$ cat config.mk
export PLATFORM = sky130hd
export DESIGN_NAME = bcd_sub_seq
export DESIGN_NICKNAME = d
export VERILOG_FILES = /design/src/rtl/bcd_sub_seq.sv
export SDC_FILE = /design/constraint.sdc
export NUM_CORES = 1
export LEC_CHECK = 0
export CAP_MARGIN = 20
export CORE_MARGIN = 3
export CORE_UTILIZATION = 35
export CTS_BUF_LIST = sky130_fd_sc_hd__clkbuf_16
export CTS_CLUSTER_DIAMETER = 50
export CTS_CLUSTER_SIZE = 10
export DETAILED_ROUTE_END_ITERATION = 16
export HOLD_SLACK_MARGIN = 0.08
export SETUP_SLACK_MARGIN = 0.2
export SYNTH_ARGS = -nofsm -noshare
export SYNTH_HDL_FRONTEND = slang
export SYNTH_SLANG_ARGS = --single-unit
export TNS_END_PERCENT = 100
$ cat constraint.sdc
create_clock -name clk -period 3.5 [get_ports clk]
set_input_delay 0.35 -clock clk [delete_from_list [all_inputs] [get_ports clk]]
set_output_delay 0.35 -clock clk [all_outputs]
set_load 0.05 [all_outputs]
$ cat src/rtl/bcd_sub_seq.sv
// bcd_sub_seq: two-digit BCD subtractor, one digit per cycle, borrow rippling from units to tens
module bcd_sub_seq (
    input  logic       clk,
    input  logic       rst_n,
    input  logic       start,
    input  logic [3:0] Amsd,
    input  logic [3:0] Alsd,
    input  logic [3:0] Bmsd,
    input  logic [3:0] Blsd,
    output logic       busy,
    output logic       done,
    output logic [3:0] Ymsd,
    output logic [3:0] Ylsd,
    output logic       Bout,
    output logic       err
);
    typedef enum logic [1:0] {IDLE, LSD, MSD, DONE} state_t;
    state_t state, state_nx;
    logic [3:0] a_msd, a_lsd, b_msd, b_lsd, y_lsd_int, dig_fix;
    logic       borrow, bad;
    logic [4:0] dig_diff;
    // state register
    always_ff @(posedge clk or negedge rst_n) begin
        if (!rst_n) state <= IDLE;
        else        state <= state_nx;
    end
    // next state and status decode
    always_comb begin
        state_nx = state;
        busy     = (state == LSD) || (state == MSD);
        done     = (state == DONE);
        case (state)
            IDLE:    state_nx = start ? LSD : IDLE;
            LSD:     state_nx = MSD;
            MSD:     state_nx = DONE;
            default: state_nx = IDLE;
        endcase
    end
    // one shared digit subtractor; 5-bit result so a negative difference shows in bit 4 before the +10 fix
    always_comb begin
        dig_diff = (state == MSD) ? {1'b0, a_msd} - {1'b0, b_msd} - {4'd0, borrow}
                                  : {1'b0, a_lsd} - {1'b0, b_lsd} - {4'd0, borrow};
        dig_fix  = dig_diff[4] ? dig_diff[3:0] + 4'd10 : dig_diff[3:0];
    end
    // operand capture, units digit, then publish the whole result on entry to DONE
    always_ff @(posedge clk or negedge rst_n) begin
        if (!rst_n) begin
            {a_msd, a_lsd, b_msd, b_lsd, y_lsd_int} <= '0;
            {borrow, bad}                           <= '0;
            {Ymsd, Ylsd, Bout, err}                 <= '0;
        end else begin
            if (state == IDLE && start) begin
                {a_msd, a_lsd, b_msd, b_lsd} <= {Amsd, Alsd, Bmsd, Blsd};
                borrow <= 1'b0;
                bad    <= (Amsd > 4'd9) || (Alsd > 4'd9) || (Bmsd > 4'd9) || (Blsd > 4'd9);
            end
            if (state == LSD) begin
                y_lsd_int <= dig_fix;
                borrow    <= dig_diff[4];
            end
            if (state == MSD) begin
                Ymsd <= bad ? 4'd0 : dig_fix;
                Ylsd <= bad ? 4'd0 : y_lsd_int;
                Bout <= !bad && dig_diff[4];
                err  <= bad;
            end
        end
    end
endmodule

==> flow_results.xml <==
<?xml version="1.0" encoding="UTF-8"?>
<metrics>
  <group name="run_status">
    <metric name="status" unit="">completed</metric>
  </group>
  <group name="cts">
    <metric name="cts-htree-levels" unit="">2</metric>
    <metric name="cts-buffers-inserted" unit="">5</metric>
    <metric name="cts.repair.resized" unit="">0</metric>
    <metric name="hold_buf_cts" unit="">0</metric>
    <metric name="cts_max_path_buffers" unit="">2</metric>
    <metric name="clk-insertion-delay-late" unit="ns">0.27</metric>
    <metric name="root_buffer" unit="">clkbuf_16</metric>
    <metric name="postcts_setup_bufs" unit="">0</metric>
    <metric name="clk_pin_slew_worst_paths" unit="ns">0.05</metric>
    <metric name="tritoncts" unit="">done</metric>
    <metric name="cts_sinks" unit="">34</metric>
  </group>
  <group name="logic_synthesis">
    <metric name="synth-main-ff-cell" unit="">dfrtp_1</metric>
    <metric name="synth_top_area_cell" unit="">dfrtp_1</metric>
    <metric name="synth-edff-count" unit="">0</metric>
    <metric name="post_synth_instance_area" unit="sq um">2020</metric>
    <metric name="yosysTopAreaCellShare" unit="%">42.0</metric>
    <metric name="ys_seq_elements" unit="">34</metric>
    <metric name="syn-instance-count" unit="">181</metric>
    <metric name="ys_async_sr_fraction" unit="%">100</metric>
    <metric name="synthesis.yosys.warnings" unit="">0</metric>
    <metric name="synthesis.nets" unit="">221</metric>
    <metric name="synthesis.area_per_instance" unit="sq um">11.2</metric>
    <metric name="synthDistinctLibCells" unit="">41</metric>
    <metric name="yosysSeqAreaShare" unit="%">42.0</metric>
    <metric name="yosys-top-cells-area" unit="">dfrtp_1 42%, mux2_2 11%, ha_1 11%, fa_1 4.0%, inv_1 3.7%</metric>
  </group>
  <group name="worst_setup_path">
    <metric name="critical-path-top-delay-family" unit="">adder cells</metric>
    <metric name="crit_buf_inv" unit="">1</metric>
    <metric name="reg2reg_setup_slack" unit="ns">0.79</metric>
    <metric name="critPathMaxStageDelay" unit="ns">0.49</metric>
    <metric name="worst-endpoint-required" unit="ns">3.68</metric>
    <metric name="critical-path-slowest-cell" unit="">fa_1</metric>
    <metric name="regToRegStartpoint" unit="">a_msd[0]$_DFFE_PN0P_</metric>
    <metric name="critPathLaunchType" unit="">flop</metric>
    <metric name="worstSetupEndpointType" unit="">flop</metric>
    <metric name="worst-endpoint-arrival" unit="ns">2.89</metric>
    <metric name="worstReg2RegEnd" unit="">y_lsd_int[3]$_DFFE_PN0P_</metric>
    <metric name="endpoint" unit="">y_lsd_int[3]$_DFFE_PN0P_</metric>
    <metric name="cp_cell_sequence" unit="">fa_1 -&gt; fa_1 -&gt; mux2_2 -&gt; ha_1 -&gt; inv_1 -&gt; nand2_1 -&gt; a221oi_1 -&gt; a31oi_1 -&gt; a41oi_1</metric>
    <metric name="worst_r2r_path_depth" unit="">9</metric>
    <metric name="critPathLaunch" unit="">a_msd[0]$_DFFE_PN0P_</metric>
    <metric name="critical_path_maximum_fanout" unit="">3</metric>
    <metric name="worstSetupPathDepth" unit="">9</metric>
    <metric name="path_common_cell" unit="">fa_1</metric>
    <metric name="path_type_of_the_worst_setup_path" unit="">flop to flop</metric>
  </group>
  <group name="timing">
    <metric name="timing_worst_slew_pin_value" unit="ns">0.834</metric>
    <metric name="maxSlewHeadroom" unit="%">44.3</metric>
    <metric name="report.final.setup_viol" unit="">0</metric>
    <metric name="final.setup_skew" unit="ns">0.00563</metric>
    <metric name="setup_total_negative_slack" unit="ns">0</metric>
    <metric name="grt_setup_unrepaired" unit="">no</metric>
    <metric name="achievable-frequency" unit="MHz">369</metric>
    <metric name="hold_viol_final" unit="">0</metric>
    <metric name="timing.final.max_slew_violations" unit="">0</metric>
    <metric name="timing.final.crit_share" unit="%">77.4</metric>
    <metric name="shortest_period_the_worst_path_allows" unit="ns">2.71</metric>
  </group>
  <group name="global_routing">
    <metric name="grt_pass1_vias" unit="">1341</metric>
    <metric name="gr-usage-met2" unit="%">19.5</metric>
    <metric name="met3_capacity_usage_during_global_routing" unit="%">3.95</metric>
    <metric name="globalRouteMet1Util" unit="%">18.8</metric>
    <metric name="busiest_layer_in_global_routing" unit="">met2</metric>
    <metric name="grt_start_max_net_pins" unit="">35</metric>
    <metric name="grt.total_usage" unit="%">13.2</metric>
    <metric name="antenna_found_initial" unit="">0</metric>
    <metric name="grt_first_pass_wirelength" unit="um">6660</metric>
    <metric name="grt.overflow.total" unit="">0</metric>
  </group>
  <group name="placement">
    <metric name="globalplace.congestion" unit="">0.942</metric>
    <metric name="port_buffers" unit="">30</metric>
    <metric name="dpl.hpwl" unit="um">3050</metric>
  </group>
  <group name="flow_run">
    <metric name="maxCapViolCount" unit="">0</metric>
  </group>
  <group name="route">
    <metric name="route.detailed.drc" unit="">0</metric>
    <metric name="route.detailed.vias_per_inst" unit="">4.95</metric>
    <metric name="detail_route.iter0.violations" unit="">65</metric>
    <metric name="drt_wl_total" unit="um">3840</metric>
    <metric name="wl_per_cell" unit="um">13.4</metric>
    <metric name="vias" unit="">1422</metric>
    <metric name="drt-pass1-iter-count" unit="">4</metric>
    <metric name="final_antenna_net_count" unit="">0</metric>
  </group>
  <group name="final_layout">
    <metric name="layout.area.seq" unit="sq um">851</metric>
    <metric name="n_fill_cell" unit="">536</metric>
    <metric name="multi_input_area" unit="sq um">1060</metric>
    <metric name="num_antenna_cells" unit="">0</metric>
    <metric name="drive_gt1_share" unit="%">14.9</metric>
    <metric name="fin_nets" unit="">255</metric>
    <metric name="most_used_cells_in_the_layout_excluding_fill_and_tap_cells" unit="">34 x dfrtp_1, 30 x clkdlybuf4s50_1, 22 x inv_1</metric>
    <metric name="leading_cell_type_in_the_layout_fill_and_taps_excluded" unit="">dfrtp_1</metric>
    <metric name="layout-area-overhead-vs-synth" unit="%">24.8</metric>
  </group>
  <group name="floorplan">
    <metric name="die_width" unit="um">82.1</metric>
    <metric name="design.portCount" unit="">31</metric>
    <metric name="fp.coreArea" unit="sq um">5540</metric>
    <metric name="die-area" unit="sq um">6730</metric>
    <metric name="initial_util" unit="%">36.5</metric>
    <metric name="dieHeight" unit="um">82.1</metric>
    <metric name="core.rowCount" unit="">27</metric>
  </group>
  <group name="hold_path">
    <metric name="hold_path.class" unit="">primary input to async pin</metric>
  </group>
</metrics>
[metrics by stage]
stage                     setup slack, ns  hold slack, ns  area, sq um  instances  utilization (%)
after CTS                           0.835           0.490         2530        287             45.6
after detailed placement            0.872           0.480         2390        280             43.2
after global routing                0.584           0.517         2530        287             45.6
after floorplan                      1.03          0.0544         2020        181                -
after global placement              0.895           0.468         2390        280             43.2
final                               0.791           0.489         2530        287             45.6
[sequential cells by signal, summed over array words and instances, names as in the netlist]
signal and count:
Ylsd 4, Ymsd 4, a_lsd 4, a_msd 4
b_lsd 4, b_msd 4, y_lsd_int 4, state 2
Bout 1, bad 1, borrow 1, err 1
[worst reg2reg max path, stage by stage, from the launching register on]
cell	delay, ns
dfrtp_1	0.39
fa_1	0.49
fa_1	0.49
mux2_2	0.31
ha_1	0.22
inv_1	0.10
nand2_1	0.06
a221oi_1	0.26
a31oi_1	0.07
a41oi_1	0.23
[synthesized netlist by cell type (4+ instances only)]
master	number
dfrtp_1	34
inv_1	20
mux2_2	19
ha_1	17
o21ai_0	12
nand2_1	8
a22o_1	7
nand3_1	5
fa_1	4
nand2b_1	4
nor2_1	4
nor3_1	4
[routing by layer]
layer,wire length (um),part of all wire (%)
met1,1880,49
met2,1790,47
met3,162,4.2
met4,7,0.18
met5,0,0
[final cells by class]
class	count	share of cell area (%)
Multi-Input combinational cell	122	42.1
Sequential cell	34	33.7
Timing Repair Buffer	32	12.5
Clock buffer	5	4.95
Tap cell	72	3.57
Inverter	20	2.97
Clock inverter	2	0.297
[cells by family (layout without fill, tap and decap cells)]
| group | after synthesis | in the layout | share of synthesized area, % |
|---|---|---|---|
| buf+inv | 25 | 59 | 5.50 |
| compound gates | 42 | 42 | 15.9 |
| flops | 34 | 34 | 42.0 |
| fa+ha+maj | 21 | 21 | 14.5 |
| simple gates | 34 | 34 | 8.84 |
| mux | 20 | 20 | 11.1 |
| xor+xnor | 5 | 5 | 2.16 |
[worst min path at each step]
stage	slack, ns	start	to
after global routing	0.52	Ylsd[2]$_DFFE_PN0P_	Ylsd[2]$_DFFE_PN0P_
after CTS	0.49	y_lsd_int[1]$_DFFE_PN0P_	Ylsd[1]$_DFFE_PN0P_
after detailed placement	0.48	Ymsd[0]$_DFFE_PN0P_	Ymsd[0]$_DFFE_PN0P_
after floorplan	0.05	rst_n	Bout$_DFFE_PN0P_
after global placement	0.47	y_lsd_int[1]$_DFFE_PN0P_	Ylsd[1]$_DFFE_PN0P_
final	0.49	rst_n	state[1]$_DFF_PN0_
Power is left out: the tool's default activity adds up to more than one toggle a clock period on the data nets, which glitch-free logic cannot reach.
